===== src/rtl/snapshot_bank_if.sv =====
`default_nettype none
// ============================================================================
// Module   : snapshot_bank_if
// Brief    : Switch/button/LED bundle between lab board I/O and snapshot_bank.
// Revision : 1.0 - initial release
// ============================================================================
interface snapshot_bank_if #(
    parameter int N     = 8,
    parameter int DEPTH = 4
);
    localparam int PW = $clog2(DEPTH);
    localparam int CW = $clog2(DEPTH + 1);

    logic [N-1:0]  switches;
    logic          retain;
    logic          capture;
    logic [1:0]    mode;
    logic [PW-1:0] sel;
    logic [N-1:0]  leds;
    logic [CW-1:0] count;
    logic          full;
    logic [PW-1:0] slot;

    modport master (
        output switches, retain, capture, mode, sel,
        input  leds, count, full, slot
    );

    modport slave (
        input  switches, retain, capture, mode, sel,
        output leds, count, full, slot
    );
endinterface
`default_nettype wire


===== src/rtl/snapshot_bank.sv =====
`default_nettype none
// ============================================================================
// Module   : snapshot_bank
// Brief    : Live retain register plus a DEPTH-entry snapshot ring with
//            recall and timed playback onto the LED bank.
// Revision : 1.0 - initial release
// ============================================================================
module snapshot_bank #(
    parameter int N        = 8,
    parameter int DEPTH    = 4,
    parameter int TICK_DIV = 50_000_000
) (
    input  logic               clk,
    input  logic               reset,
    snapshot_bank_if.slave     bus
);
    localparam int PW = $clog2(DEPTH);
    localparam int CW = $clog2(DEPTH + 1);
    localparam int XW = PW + 1;
    localparam int TW = (TICK_DIV > 1) ? $clog2(TICK_DIV) : 1;

    localparam logic [XW-1:0] DEPTH_X   = XW'(DEPTH);
    localparam logic [CW-1:0] DEPTH_C   = CW'(DEPTH);
    localparam logic [TW-1:0] TICK_LAST = TW'(TICK_DIV - 1);

    localparam logic [1:0] MODE_LIVE   = 2'b00;
    localparam logic [1:0] MODE_RECALL = 2'b01;
    localparam logic [1:0] MODE_PLAY   = 2'b10;

    logic [N-1:0]  q_q, q_d;
    logic [N-1:0]  bank_q [DEPTH];
    logic [PW-1:0] wr_ptr_q, wr_ptr_d;
    logic [CW-1:0] count_q, count_d;
    logic [PW-1:0] play_off_q, play_off_d;
    logic [TW-1:0] tick_q, tick_d;
    logic          cap_q;

    logic          cap_edge;
    logic [XW-1:0] wr_ptr_inc;
    logic [XW-1:0] off_inc;
    logic [PW-1:0] oldest;
    logic [XW-1:0] play_sum;
    logic [PW-1:0] play_slot;

    always_comb begin
        cap_edge   = bus.capture & ~cap_q;
        q_d        = bus.retain ? q_q : bus.switches;
        wr_ptr_inc = {1'b0, wr_ptr_q} + XW'(1);
        wr_ptr_d   = wr_ptr_q;
        count_d    = count_q;
        if (cap_edge) begin
            wr_ptr_d = (wr_ptr_inc == DEPTH_X) ? '0 : wr_ptr_inc[PW-1:0];
            if (count_q != DEPTH_C) begin
                count_d = count_q + CW'(1);
            end
        end

        // Wrap compares against the post-capture count so playback sees new entries at once.
        off_inc    = {1'b0, play_off_q} + XW'(1);
        tick_d     = '0;
        play_off_d = '0;
        if (bus.mode == MODE_PLAY) begin
            if (tick_q == TICK_LAST) begin
                play_off_d = (off_inc >= XW'(count_d)) ? '0 : off_inc[PW-1:0];
            end else begin
                tick_d     = tick_q + TW'(1);
                play_off_d = play_off_q;
            end
        end
    end

    always_ff @(posedge clk) begin
        if (reset) begin
            q_q        <= '0;
            wr_ptr_q   <= '0;
            count_q    <= '0;
            play_off_q <= '0;
            tick_q     <= '0;
            cap_q      <= 1'b1;
            for (int i = 0; i < DEPTH; i++) begin
                bank_q[i] <= '0;
            end
        end else begin
            q_q        <= q_d;
            wr_ptr_q   <= wr_ptr_d;
            count_q    <= count_d;
            play_off_q <= play_off_d;
            tick_q     <= tick_d;
            cap_q      <= bus.capture;
            if (cap_edge) begin
                bank_q[wr_ptr_q] <= bus.switches;
            end
        end
    end

    always_comb begin
        oldest    = (count_q == DEPTH_C) ? wr_ptr_q : '0;
        play_sum  = {1'b0, oldest} + {1'b0, play_off_q};
        play_slot = (play_sum >= DEPTH_X) ? PW'(play_sum - DEPTH_X) : PW'(play_sum);

        bus.leds = q_q;
        bus.slot = '0;
        case (bus.mode)
            MODE_RECALL: begin
                bus.slot = bus.sel;
                bus.leds = ({1'b0, bus.sel} < DEPTH_X) ? bank_q[bus.sel] : '0;
            end
            MODE_PLAY: begin
                if (count_q == '0) begin
                    bus.leds = '0;
                end else begin
                    bus.slot = play_slot;
                    bus.leds = bank_q[play_slot];
                end
            end
            default: begin
                bus.leds = q_q;
                bus.slot = '0;
            end
        endcase
        bus.count = count_q;
        bus.full  = (count_q == DEPTH_C);
    end
endmodule
`default_nettype wire


===== src/flat_wrapper.sv =====
// flat-port wrapper written by rule: the top's interface ports become plain ports
module snapshot_bank_flat 
#(
    parameter int N        = 8,
    parameter int DEPTH    = 4,
    parameter int TICK_DIV = 50_000_000
)
  (clk, reset, bus_switches, bus_retain, bus_capture, bus_mode, bus_sel, bus_leds, bus_count, bus_full, bus_slot);
  snapshot_bank_if #(.N(N), .DEPTH(DEPTH)) bus_i ();
  input  logic clk;
  input  logic reset;
  input wire logic [$bits(bus_i.switches)-1:0] bus_switches;
  input wire logic [$bits(bus_i.retain)-1:0] bus_retain;
  input wire logic [$bits(bus_i.capture)-1:0] bus_capture;
  input wire logic [$bits(bus_i.mode)-1:0] bus_mode;
  input wire logic [$bits(bus_i.sel)-1:0] bus_sel;
  output wire logic [$bits(bus_i.leds)-1:0] bus_leds;
  output wire logic [$bits(bus_i.count)-1:0] bus_count;
  output wire logic [$bits(bus_i.full)-1:0] bus_full;
  output wire logic [$bits(bus_i.slot)-1:0] bus_slot;
  assign bus_i.switches = bus_switches;
  assign bus_i.retain = bus_retain;
  assign bus_i.capture = bus_capture;
  assign bus_i.mode = bus_mode;
  assign bus_i.sel = bus_sel;
  assign bus_leds = bus_i.leds;
  assign bus_count = bus_i.count;
  assign bus_full = bus_i.full;
  assign bus_slot = bus_i.slot;
  snapshot_bank #(.N(N), .DEPTH(DEPTH), .TICK_DIV(TICK_DIV)) u_core (.clk(clk), .reset(reset), .bus(bus_i));
endmodule

===== config.mk =====
export PLATFORM = sky130hd
export DESIGN_NAME = snapshot_bank_flat
export DESIGN_NICKNAME = d
export VERILOG_FILES = /design/src/rtl/snapshot_bank_if.sv /design/src/rtl/snapshot_bank.sv /design/src/flat_wrapper.sv
export SDC_FILE = /design/constraint.sdc
export NUM_CORES = 1
export LEC_CHECK = 0
export ABC_AREA = 1
export BUFFER_PORTS_ARGS = -buffer_cell sky130_fd_sc_hd__buf_2
export CORE_ASPECT_RATIO = 0.9
export CORE_MARGIN = 3
export CORE_UTILIZATION = 40
export DETAILED_ROUTE_END_ITERATION = 10
export PLACE_DENSITY = 0.65
export SYNTH_ARGS = -nofsm -noshare
export SYNTH_HDL_FRONTEND = slang
export SYNTH_SLANG_ARGS = --single-unit

===== constraint.sdc =====
create_clock -name clk -period 1.9 [get_ports clk]
set_input_delay 0.095 -clock clk [delete_from_list [all_inputs] [get_ports clk]]
set_output_delay 0.095 -clock clk [all_outputs]
set_load 0.005 [all_outputs]

Word level (Yosys, flattened, before mapping)
Memories as Yosys holds them, arrays and structs flattened.
Index checks and enable logic that the tools add are counted.
{"block": "word_totals", "register_bits": 42, "ram_bits": 32, "input_bits": 16, "output_inout_bits": 14, "wordCells": 46, "memories": 1}
{"block": "op_classes", "addsub": 6, "n_lt_le_gt_ge": 2, "eq_ne": 6, "mux": 18, "bitwise": 3, "reduce_logical": 4}
{"name": "u_core.bank_q", "words": 4, "width": 8, "rd": 2, "rd_clocked_by_memory_dff": 0, "wr": 4, "line_no": "snapshot_bank.sv:31", "source": "logic [N-1:0] bank_q [DEPTH];"}
{"operator": "$add A26 B1 Y26 const B", "n": 1}
{"operator": "$eq A26 B26 Y1 const B", "n": 1}
{"operator": "$mux W8", "n": 2}
{"operator": "$pmux W8 S2", "n": 1}
{"operator": "$mux W2", "n": 6}
{"operator": "$reduce_or A8 Y1", "n": 1}
{"operator": "$add A2 B1 Y3 const B", "n": 2}
{"operator": "$eq A3 B3 Y1 const B", "n": 2}
{"operator": "$mux W1", "n": 6}
{"operator": "$mux W3", "n": 2}
{"operator": "$pmux W2 S2", "n": 1}
{"operator": "$add A2 B2 Y3", "n": 1}
{"operator": "$add A3 B1 Y3 const B", "n": 1}
{"operator": "$ge A3 B3 Y1", "n": 1}
{"operator": "$ge A3 B3 Y1 const B", "n": 1}
{"operator": "$logic_not A3 Y1", "n": 1}
{"operator": "$ne A3 B3 Y1 const B", "n": 1}
{"operator": "$reduce_or A3 Y1", "n": 1}
{"operator": "$eq A2 B1 Y1 const B", "n": 1}
{"operator": "$eq A2 B2 Y1 const B", "n": 1}
{"operator": "$not A1 Y1", "n": 2}
{"operator": "$reduce_or A2 Y1", "n": 1}
{"operator": "$sub A2 B1 Y2 const B", "n": 1}
{"operator": "$and A1 B1 Y1", "n": 1}

Logic depth before layout (Yosys ltp)
Gate-level depths: netlist (run 1).
An unclocked memory read counts as a cell.
{"block": "logic_depth", "ltp_word": 8, "mapped_depth": 13, "depth_no_buf": 13}

Least setup slack after synthesis (run 1)
OpenSTA, ideal clock, no wires.
{"block": "synth_path", "kind": "register -> output", "start": "register u_core.count_q[0] (netlist: u_core.bus.count[0])", "end": "output port bus_leds[3]", "t_arrival_ns": 1.843, "required_ns": 1.805, "slack_ns": -0.038, "stages_incl_launch_ff": 13, "n_path_buf": 2, "cell_sequence": "dfxtp_1 > inv_1 > ha_1 > nand2_1 > nor2_1 > ha_1 > clkbuf_1 > clkbuf_1 > nor2_1 > a21oi_1 > nand2_1 > nand3_1 > a21oi_1"}
{"block": "synth_via", "elab_chain_len": 8, "elab_cells_between_ends": 10, "cone_classes": "add/sub (2); order compare (1); eq/ne (1); mux (4); reduce/logical (1); memory (1)"}
{"element": "start, declared", "line_no": "snapshot_bank.sv:33", "source": "logic [CW-1:0] count_q, count_d;"}
{"element": "start signal, assigned", "line_no": "snapshot_bank.sv:86", "source": "count_q <= count_d;"}
{"element": "$eq A3 B3 Y1", "line_no": "snapshot_bank.sv:97", "source": "oldest = (count_q == DEPTH_C) ? wr_ptr_q : '0;"}
{"element": "$mux W2", "line_no": "snapshot_bank.sv:97"}
{"element": "$add A2 B2 Y3", "line_no": "snapshot_bank.sv:98", "source": "play_sum = {1'b0, oldest} + {1'b0, play_off_q};"}
{"element": "$ge A3 B3 Y1 or $sub A2 B1 Y2 (tied branches)", "line_no": "snapshot_bank.sv:99", "source": "play_slot = (play_sum >= DEPTH_X) ? PW'(play_sum - DEPTH_X) : PW'(play_sum);"}
{"element": "$mux W2", "line_no": "snapshot_bank.sv:99"}
{"element": "$mem_v2 Z4 W8"}
{"element": "$mux W8 (*)", "line_no": "snapshot_bank.sv:109", "source": "if (count_q == '0) begin"}
{"element": "$pmux W8 S2 (*)", "line_no": "snapshot_bank.sv:103", "source": "case (bus.mode)"}
{"element": "end, declared", "line_no": "flat_wrapper.sv:17", "source": "output wire logic [$bits(bus_i.leds)-1:0] bus_leds;"}
Every way passes the cells marked *; elsewhere a longest branch is shown, timed or not.

Worst setup path in the final report (run 1)
{"block": "layout_path", "start": "register u_core.count_q[1] (netlist: u_core.bus.count[1])", "end": "output port bus_leds[3]"}
Same word-level chain as after synthesis.

==> results of run 1 <==
[sequential cells by signal (all words and copies together) (netlist names)]
| signal | count |
|---|---|
| u_core.bank_q | 32 |
| u_core.tick_q | 26 |
| u_core.q_q | 8 |
| u_core.bus.count | 3 |
| u_core.play_off_q | 2 |
| u_core.wr_ptr_q | 2 |
| u_core.cap_q | 1 |
[cells by family (layout without fill, tap and decap cells)]
logic type               after synthesis  in the layout  synth area share [%]
adder cells (fa/ha/maj)               11             11                  3.31
AO/OA/AOI/OAI                         69             69                  8.88
buffers and inverters                 91            147                  8.70
XOR/XNOR                              15             15                  3.16
flip-flops                            74             74                  43.4
AND/OR/NAND/NOR                      325            325                  32.6
[layout by cell type, fill, tap and decap left out, types with 15 or more instances in the layout]
master    Yosys  routed
dfxtp_1      42      40
inv_1        76      73
buf_4         0      15
nor2_1      113     108
edfxtp_1     32      32
nand3_2       2      16
a21oi_1      46      35
buf_2         4      29
nand3_1      41      27
nand2_1     147     134
[cell usage after synthesis, types with 2 or more instances]
cell / number / area (um2)
nand2_1: 147 / 552
nor2_1: 113 / 424
inv_1: 76 / 285
a21oi_1: 46 / 230
dfxtp_1: 42 / 841
nand3_1: 41 / 205
edfxtp_1: 32 / 961
o21ai_0: 12 / 60.1
ha_1: 11 / 138
nand3b_1: 9 / 67.6
o21a_1: 8 / 60.1
xor2_1: 8 / 70.1
xnor2_1: 7 / 61.3
clkbuf_1: 6 / 22.5
nor2_2: 5 / 31.3
buf_2: 4 / 20.0
buf_1: 2 / 7.51
buf_6: 2 / 22.5
nand3_2: 2 / 20.0
nand4_1: 2 / 12.5
o22ai_1: 2 / 12.5
or2_0: 2 / 12.5
[critical path, delay by kind of cell, from the launching register on]
family          cells  cell delay (ns)
simple gates        5             0.32
flops               1             0.34
compound gates      2             0.25
buf+inv             4             0.41
fa+ha+maj           2             0.46
[stage by stage]
step	instance area [um2]	hold slack (ns)	setup TNS [ns]
CTS	5050	0.00105	-2.76
floorplan	4160	0.167	0
detailed placement	4510	0.303	-0.0145
finish	5240	0.0179	-2.36
global placement	4510	0.300	0
global route	5240	0.0223	-3.37
[routing by layer]
layer | vias to the layer above | part of all wire (%) | wire length, um | global-route usage [%]
li1 | 1963 | - | - | -
met3 | 29 | 8.3 | 941 | 4.87
met2 | 157 | 46 | 5190 | 31.1
met1 | 1834 | 43 | 4900 | 26.6
met4 | 0 | 2.9 | 329 | 8.69
met5 | - | 0 | 0 | 0
[cell type report]
cell class / count / area share, %
multi-input cells: 420 / 43.7
clock buffers: 9 / 4.30
repair buffers: 53 / 7.93
flip-flops and latches: 74 / 34.4
repair inverters: 1 / 0.0955
inverters: 77 / 5.54
clock inverters: 7 / 0.979
well taps: 126 / 3.01
[how the worst max path moves through the flow]
stage	endpoint	cells after the start	start	slack, ns
4_1_cts	bus_leds[5]	12	u_core.bus.count[1]$_SDFF_PP0_	-0.34
3_5_place_dp	u_core.play_off_q[0]$_SDFFE_PP0P_	12	u_core.bus.count[1]$_SDFF_PP0_	-0.01
5_1_grt	bus_leds[3]	13	u_core.bus.count[1]$_SDFF_PP0_	-0.40
3_3_place_gp	bus_leds[1]	11	u_core.bus.count[0]$_SDFF_PP0_	0.03
6_report	bus_leds[3]	13	u_core.bus.count[1]$_SDFF_PP0_	-0.31
2_1_floorplan	bus_leds[5]	11	u_core.bus.count[0]$_SDFF_PP0_	0.0009
[power groups by stage]
stage               Sequential (W)  Combinational (W)  Clock, W
finish                     0.00173           0.000416   0.00159
detailed placement         0.00176           0.000338         0
global placement           0.00176           0.000333         0
global route               0.00173           0.000464   0.00170
floorplan                  0.00176           0.000213         0
CTS                        0.00173           0.000371   0.00164
[repair_timing]
item / 4_1_cts / 5_1_grt
resized for setup: 36 / 48
pin swaps: 35 / 24
buffers inserted: 6 / 1
gates cloned: 5 / 0
endpoints found under the hold margin: 1 / 0
hold buffers: 1 / 0
setup endpoints to repair: 12 / 28
==> impl_metrics.yaml, run 1 <==
outcome:
  status: "finished with violations"
  violations: "setup timing"
worst_hold_path:
  min-delay-start: "reset"
  hold_depth: 2
  hp-class: "in -> reg"
  hold_path_end: "u_core.bus.count[1]$_SDFF_PP0_"
cts:
  cts_buffers: 9
  root_buffer: "clkbuf_16"
  clockBufferDepth: 2
  insertion_delay_ns: 0.34
  cts.clk_slew.worst_paths_ns: 0.06
  cts_tree: "done"
  cts_max_level: 3
  clock-sinks: 74
cells_and_area:
  diodes: 0
  fillers: 919
  post-route-util_pct: 52.9
  drive_gt1_share_pct: 21.4
  ff_latch_area_um2: 1800
  final_cells: 767
  nNetsFinal: 663
  multi_input_area_um2: 2290
  areaGrowthSynthToFinish_pct: 26.1
worst_setup_path:
  cp.arrival_ns: 2.11
  crit_path_start_kind: "flip-flop"
  r2r-start: "u_core.bus.count[1]$_SDFF_PP0_"
  regToRegSetupSlack_ns: 0.10
  end_kind: "output pin"
  slowest_stage: "dfxtp_2"
  crit_top_cell: "ha_4"
  timing.rr.end: "u_core.play_off_q[1]$_SDFFE_PP0P_"
  crit_chain: "inv_2 > ha_4 > nand2_4 > nor2_4 > ha_4 > buf_6 > buf_16 > nand2_1 > o21a_1 > nand3_2 > nand3_1 > a21oi_2 > buf_2"
  cpPeakStageDelay_ns: 0.34
  worst-path-max-fanout: 4
  worstPathRequired_ns: 1.80
  path_class: "reg -> out"
  rr_worst_depth: 13
sta:
  worstMarginPinSlew_ns: 0.499
  hold_viol: 0
  rsz0062_at_grt: "yes"
  period_share_pct: 116
  fmax_ghz: 0.453
  fin_crit_ns: 2.21
  finalWorstSetupSlack_ns: -0.310
  timing.slew.headroom_pct: 66.7
  setup_viol: 10
  skew_ns: 0.00489
  drv_slew: 0
run:
  max_cap_viol_count: 0
logic_synthesis:
  synth_top_flop_cell: "dfxtp_1"
  synth_cells: 585
  synth_edf_count: 32
  synth_area_per_cell_um2: 7.10
  synth-seq-area-share_pct: 43.4
  ys_ff_latch: 74
  synth.distinct_cells: 28
  async_flop_share_pct: 0
  yosys_warnings: 0
  syn_area_um2: 4160
  syn-num-nets: 612
place:
  gp_congestion: 0.958
  place_ws_ns: -0.0145
  io_buffers: 29
  hpwl_um: 7520
  dp_cells: 741
route:
  avgRoutedWirePerCell_um: 14.8
  drtIter0Drc: 303
  postRouteWirelength_um: 11400
  dr_total_vias: 3983
  dr.pass1.iters: 5
  ant_nets: 0
  drc: 0
  vias_per_cell: 5.19
power:
  clockPowerShare_pct: 42.5
  switching_share_pct: 26.3
  p_per_area_nw_per_um2: 713
  seqPwrFrac_pct: 46.3
  internal_power_w: 0.00275
  power_w: 0.00374
  ir_drop_v: 0.000494
  power.leakage_nw: 2.22
  p_comb_share_pct: 11.1
  switchingPower_w: 0.000983
global_routing:
  grt_start_max_net_pins: 27
  gr-total-overflow: 0
  grt_pass1_vias: 3752
  grt_usage_pct: 19.9
  grt_pass1_wl_um: 18000
  antenna_found_initial: 0
floorplanning:
  coreArea_um2: 9910
  fp.dieW_um: 113
  die_area_um2: 11600
  start_util_pct: 41.9
  rows: 34
  io_pins: 30
  fp.dieH_um: 103
No activity file was read; power rests on OpenSTA's default activity.
==> run 2: changes to the inputs <==
--- a/config.mk
+++ b/config.mk
@@ -7,11 +7,13 @@
 export LEC_CHECK = 0
 export ABC_AREA = 1
 export BUFFER_PORTS_ARGS = -buffer_cell sky130_fd_sc_hd__buf_2
+export CELL_PAD_IN_SITES_DETAIL_PLACEMENT = 1
+export CELL_PAD_IN_SITES_GLOBAL_PLACEMENT = 2
 export CORE_ASPECT_RATIO = 0.9
-export CORE_MARGIN = 3
-export CORE_UTILIZATION = 40
+export CORE_MARGIN = 10
+export CORE_UTILIZATION = 31
 export DETAILED_ROUTE_END_ITERATION = 10
-export PLACE_DENSITY = 0.65
+export PLACE_DENSITY = 0.81
 export SYNTH_ARGS = -nofsm -noshare
 export SYNTH_HDL_FRONTEND = slang
 export SYNTH_SLANG_ARGS = --single-unit
==> impl_metrics.yaml, run 2 (synthesis gave the netlist of run 1 again) <==
worst_setup_path:
  path_class: "reg -> out"
  crit_path_start_kind: "flip-flop"
  end_kind: "output pin"
  worst-path-max-fanout: 7
  worstPathRequired_ns: 1.80
  cp.arrival_ns: 2.18
global_routing:
  grt_pass1_wl_um: 22200
  grt_usage_pct: 15.1
  antenna_found_initial: 0
  grt_pass1_vias: 4319
  grt_start_max_net_pins: 27
  gr-total-overflow: 0
cts:
  insertion_delay_ns: 0.34
  clockBufferDepth: 2
  cts_buffers: 9
  cts_tree: "done"
  root_buffer: "clkbuf_16"
  cts_max_level: 3
  cts.clk_slew.worst_paths_ns: 0.06
  clock-sinks: 74
sta:
  fin_crit_ns: 2.27
  setup_viol: 10
  timing.slew.headroom_pct: 59.5
  fmax_ghz: 0.440
  skew_ns: 0.00630
  finalWorstSetupSlack_ns: -0.374
  period_share_pct: 120
  hold_viol: 0
  worstMarginPinSlew_ns: 0.606
  rsz0062_at_grt: "yes"
  tns_ns: -2.86
  drv_slew: 0
route:
  avgRoutedWirePerCell_um: 17.1
  dr_total_vias: 4086
  drc: 0
  ant_nets: 0
  vias_per_cell: 4.99
  drtIter0Drc: 203
  dr.pass1.iters: 7
  postRouteWirelength_um: 14000
cells_and_area:
  largest_reg_flops: 32
  diodes: 0
  top_regs: "u_core.bank_q: 32 flops, u_core.tick_q: 26 flops, u_core.q_q: 8 flops"
  areaGrowthSynthToFinish_pct: 29.4
  drive_gt1_share_pct: 21.7
  regMostFlops: "u_core.bank_q"
  mostFrequentLayoutCells: "nand2_1, nor2_1, inv_1"
  layout_commonest_cell: "nand2_1"
  fillers: 1640
  nNetsFinal: 673
outcome:
  violations: "setup timing"
  status: "finished with violations"
place:
  gp_congestion: 0.840
  io_buffers: 29
  place_ws_ns: -0.134
  hpwl_um: 9830
floorplanning:
  io_pins: 30
  start_util_pct: 31.3
  die_area_um2: 18400
  coreArea_um2: 13300
  fp.dieW_um: 142
  fp.dieH_um: 130
  rows: 40
run:
  max_cap_viol_count: 0
power:
  power.leakage_nw: 2.28
  p_per_area_nw_per_um2: 713
  ir_drop_v: 0.000442
worst_hold_path:
  hp-class: "in -> reg"
[run 2: cell types whose count changed in the layout (fill, tap and decap cells not counted), moves of 3 or more]
cell,before,now
nand2_4,6,10
nand2_2,9,5
nand3_2,16,8
nand3_1,27,34
a21oi_1,35,32
a21oi_2,11,14
buf_4,15,24
clkbuf_1,0,3
[run 2: area by class of cell]
class | instances | area (um2) | area share [%]
Clock inverter | 4 | 45.0 | 0.838
Inverter | 77 | 290 | 5.40
Clock buffer | 12 | 236 | 4.40
Timing Repair inverter | 1 | 5.00 | 0.0931
Sequential cell | 74 | 1800 | 33.6
Timing Repair Buffer | 62 | 483 | 8.98
Tap cell | 168 | 210 | 3.91
Multi-Input combinational cell | 421 | 2300 | 42.8
[run 2: metrics by stage]
step / hold WS (ns) / instances / instance area, um2 / utilization [%] / power [W]
2_1_floorplan: 0.167 / 585 / 4160 / - / 0.00197
3_3_place_gp: 0.294 / 788 / 4600 / 34.7 / 0.00212
4_1_cts: 0.00920 / 814 / 5160 / 38.9 / 0.00383
5_1_grt: 0.0191 / 819 / 5380 / 40.5 / 0.00400
3_5_place_dp: 0.309 / 788 / 4600 / 34.7 / 0.00213
6_report: 0.0193 / 819 / 5380 / 40.5 / 0.00383
[run 2: final timing paths]
path,from,slack [ns],to,cells after the start
worst min register to register,u_core.tick_q[22]$_SDFF_PP0_,0.48,u_core.tick_q[22]$_SDFF_PP0_,2
worst min-delay path,reset,0.02,u_core.bus.count[0]$_SDFF_PP0_,2
worst max register to register,u_core.bus.count[1]$_SDFF_PP0_,0.11,u_core.play_off_q[0]$_SDFFE_PP0P_,13
worst max-delay path,u_core.bus.count[1]$_SDFF_PP0_,-0.37,bus_leds[3],12
[run 2: what timing repair did]
action	4_1_cts	5_1_grt
buffers inserted	6	5
hold buffers	1	0
resized for setup	44	42
hold endpoints to repair	1	0
setup endpoints to repair	12	20
pin swaps	31	35
gates cloned	4	1
[run 2: where the power goes]
group / internal, W / leakage [nW] / total [W] / switching, W
logic: 0.000163 / 1.46 / 0.000442 / 0.000279
clock network: 0.00101 / 0.140 / 0.00166 / 0.000648
registers: 0.00171 / 0.674 / 0.00173 / 0.0000266
total: 0.00288 / 2.28 / 0.00383 / 0.000954
[run 2: worst max-delay path: stages, from the launching register on]
cell	delay, ns
dfxtp_2	0.32
inv_2	0.07
ha_4	0.14
nand2_4	0.05
nor2_4	0.11
ha_4	0.21
buf_6	0.13
buf_16	0.14
o21a_1	0.20
nand3_1	0.08
nand3_1	0.11
a21oi_2	0.14
buf_2	0.12
[run 2: per-layer routing]
| metal | global-route usage (%) | vias up | wire, um |
|---|---|---|---|
| met3 | 3.27 | 16 | 711 |
| met4 | 3.72 | 0 | 174 |
| met1 | 19.1 | 2006 | 6370 |
| met2 | 25.6 | 90 | 6730 |
| li1 | - | 1974 | - |
| met5 | 0 | - | 0 |
==> run 3: changes to the inputs <==
--- a/config.mk
+++ b/config.mk
@@ -9,9 +9,9 @@
 export BUFFER_PORTS_ARGS = -buffer_cell sky130_fd_sc_hd__buf_2
 export CELL_PAD_IN_SITES_DETAIL_PLACEMENT = 1
 export CELL_PAD_IN_SITES_GLOBAL_PLACEMENT = 2
-export CORE_ASPECT_RATIO = 0.9
 export CORE_MARGIN = 10
 export CORE_UTILIZATION = 31
+export CTS_BUF_LIST = sky130_fd_sc_hd__clkbuf_16
 export DETAILED_ROUTE_END_ITERATION = 10
 export PLACE_DENSITY = 0.81
 export SYNTH_ARGS = -nofsm -noshare
==> impl_metrics.yaml, run 3 (synthesis gave the netlist of run 1 again) <==
cts:
  clockBufferDepth: 2
  cts_tree: "done"
  cts_max_level: 3
  clock-sinks: 74
  cts_buffers: 9
  insertion_delay_ns: 0.34
  root_buffer: "clkbuf_16"
  cts.clk_slew.worst_paths_ns: 0.06
floorplanning:
  io_pins: 30
  fp.dieH_um: 136
  fp.dieW_um: 136
  rows: 42
  coreArea_um2: 13200
  die_area_um2: 18400
  start_util_pct: 31.5
cells_and_area:
  nNetsFinal: 671
  top_regs: "u_core.bank_q: 32 flops, u_core.tick_q: 26 flops, u_core.q_q: 8 flops"
  mostFrequentLayoutCells: "nand2_1, nor2_1, inv_1"
  areaGrowthSynthToFinish_pct: 32.3
  regMostFlops: "u_core.bank_q"
  layout_commonest_cell: "nand2_1"
  ff_latch_area_um2: 1800
  post-route-util_pct: 41.7
  diodes: 0
  fillers: 1642
  multi_input_area_um2: 2330
  drive_gt1_share_pct: 23.0
  largest_reg_flops: 32
route:
  vias_per_cell: 4.83
  dr.pass1.iters: 4
  ant_nets: 0
  dr_total_vias: 3984
  drc: 0
  drtIter0Drc: 212
  postRouteWirelength_um: 13700
  avgRoutedWirePerCell_um: 16.6
worst_setup_path:
  worst-path-max-fanout: 8
  crit_path_end: "bus_leds[0]"
  timing.rr.end: "u_core.play_off_q[0]$_SDFFE_PP0P_"
  crit_path_start_kind: "flip-flop"
  end_kind: "output pin"
  regToRegSetupSlack_ns: -0.02
  r2r-start: "u_core.bus.count[0]$_SDFF_PP0_"
  critical_path.startpoint: "u_core.bus.count[1]$_SDFF_PP0_"
  cp.arrival_ns: 2.18
  rr_worst_depth: 14
  worstPathRequired_ns: 1.80
  path_class: "reg -> out"
sta:
  hold_viol: 0
  fin_crit_ns: 2.28
  rsz0062_at_grt: "yes"
  setup_viol: 11
  fin_hold_ws_ns: 0.102
  worstMarginPinSlew_ns: 0.556
  period_share_pct: 120
  drv_slew: 0
  timing.slew.headroom_pct: 62.9
  fmax_ghz: 0.439
  finalWorstSetupSlack_ns: -0.378
  skew_ns: 0.00673
place:
  io_buffers: 29
  hpwl_um: 9520
  gp_congestion: 0.833
  place_ws_ns: -0.111
worst_hold_path:
  hp-class: "in -> reg"
  hold_depth: 3
global_routing:
  grt_usage_pct: 14.9
  antenna_found_initial: 0
  grt_pass1_vias: 4250
  gr-total-overflow: 0
  grt_pass1_wl_um: 21800
  grt_start_max_net_pins: 27
power:
  power.leakage_nw: 2.32
  p_per_area_nw_per_um2: 780
  power_w: 0.00429
  ir_drop_v: 0.000384
run:
  max_cap_viol_count: 0
outcome:
  violations: "setup timing"
  status: "finished with violations"
run 3: timing repair:
item	4_1_cts	5_1_grt
endpoints found under the setup margin	12	36
buffers inserted	9	2
hold buffers	2	0
pin swaps	14	37
gates cloned	2	3
gates resized for setup	49	43
endpoints found under the hold margin	4	0
run 3: worst min path at each step:
stage                               start                        endpoint
after floorplan                     reset  u_core.bus.count[0]$_SDFF_PP0_
after global placement        bus_capture         u_core.cap_q$_SDFF_PP1_
after detailed placement      bus_capture         u_core.cap_q$_SDFF_PP1_
after CTS                 bus_switches[5]      u_core.q_q[5]$_SDFFE_PP0N_
after global routing      bus_switches[3]      u_core.q_q[3]$_SDFFE_PP0N_
final                     bus_switches[5]      u_core.q_q[5]$_SDFFE_PP0N_
run 3: stage by stage:
stage                     std cells  cell area [um2]  TNS, ns
after global routing            825             5500    -3.74
final                           825             5500    -2.53
after global placement          793             4590  -0.0358
after detailed placement        793             4590   -0.644
after floorplan                 585             4160        0
after CTS                       822             5260    -2.42
run 3: cell type report:
type | instances | share of cell area, %
Clock buffer | 9 | 4.10
Timing Repair inverter | 1 | 0.0683
Inverter | 77 | 5.28
Timing Repair Buffer | 61 | 8.78
Clock inverter | 7 | 2.57
Sequential cell | 74 | 32.8
Multi-Input combinational cell | 420 | 42.4
Tap cell | 176 | 4.00
run 3: routing by layer:
metal / routed length (um) / part of all wire (%) / track usage [%] / vias up
met5: 0 / 0 / 0 / -
met4: 163 / 1.2 / 4.13 / 0
met3: 380 / 2.8 / 3.34 / 13
met2: 7320 / 54 / 27.2 / 42
met1: 5810 / 43 / 16.9 / 1952
li1: - / - / - / 1977
run 3: critical path, cell delays in order, from the launching register on:
cell and delay [ns]:
dfxtp_2 0.34, inv_2 0.05, ha_4 0.16, nand2_4 0.07, nor2_4 0.04, ha_4 0.36, clkbuf_16 0.18, nor2_1 0.04
a21oi_1 0.20, nand2_1 0.11, nand3_2 0.08, a21oi_2 0.06, buf_2 0.14
run 3: power breakdown:
group	internal (W)	total (W)	switching (W)	leakage (nW)
sequential	0.00171	0.00173	0.0000273	0.674
combinational	0.000161	0.000441	0.000280	1.46
clock	0.00142	0.00211	0.000695	0.181
total	0.00329	0.00429	0.00100	2.32
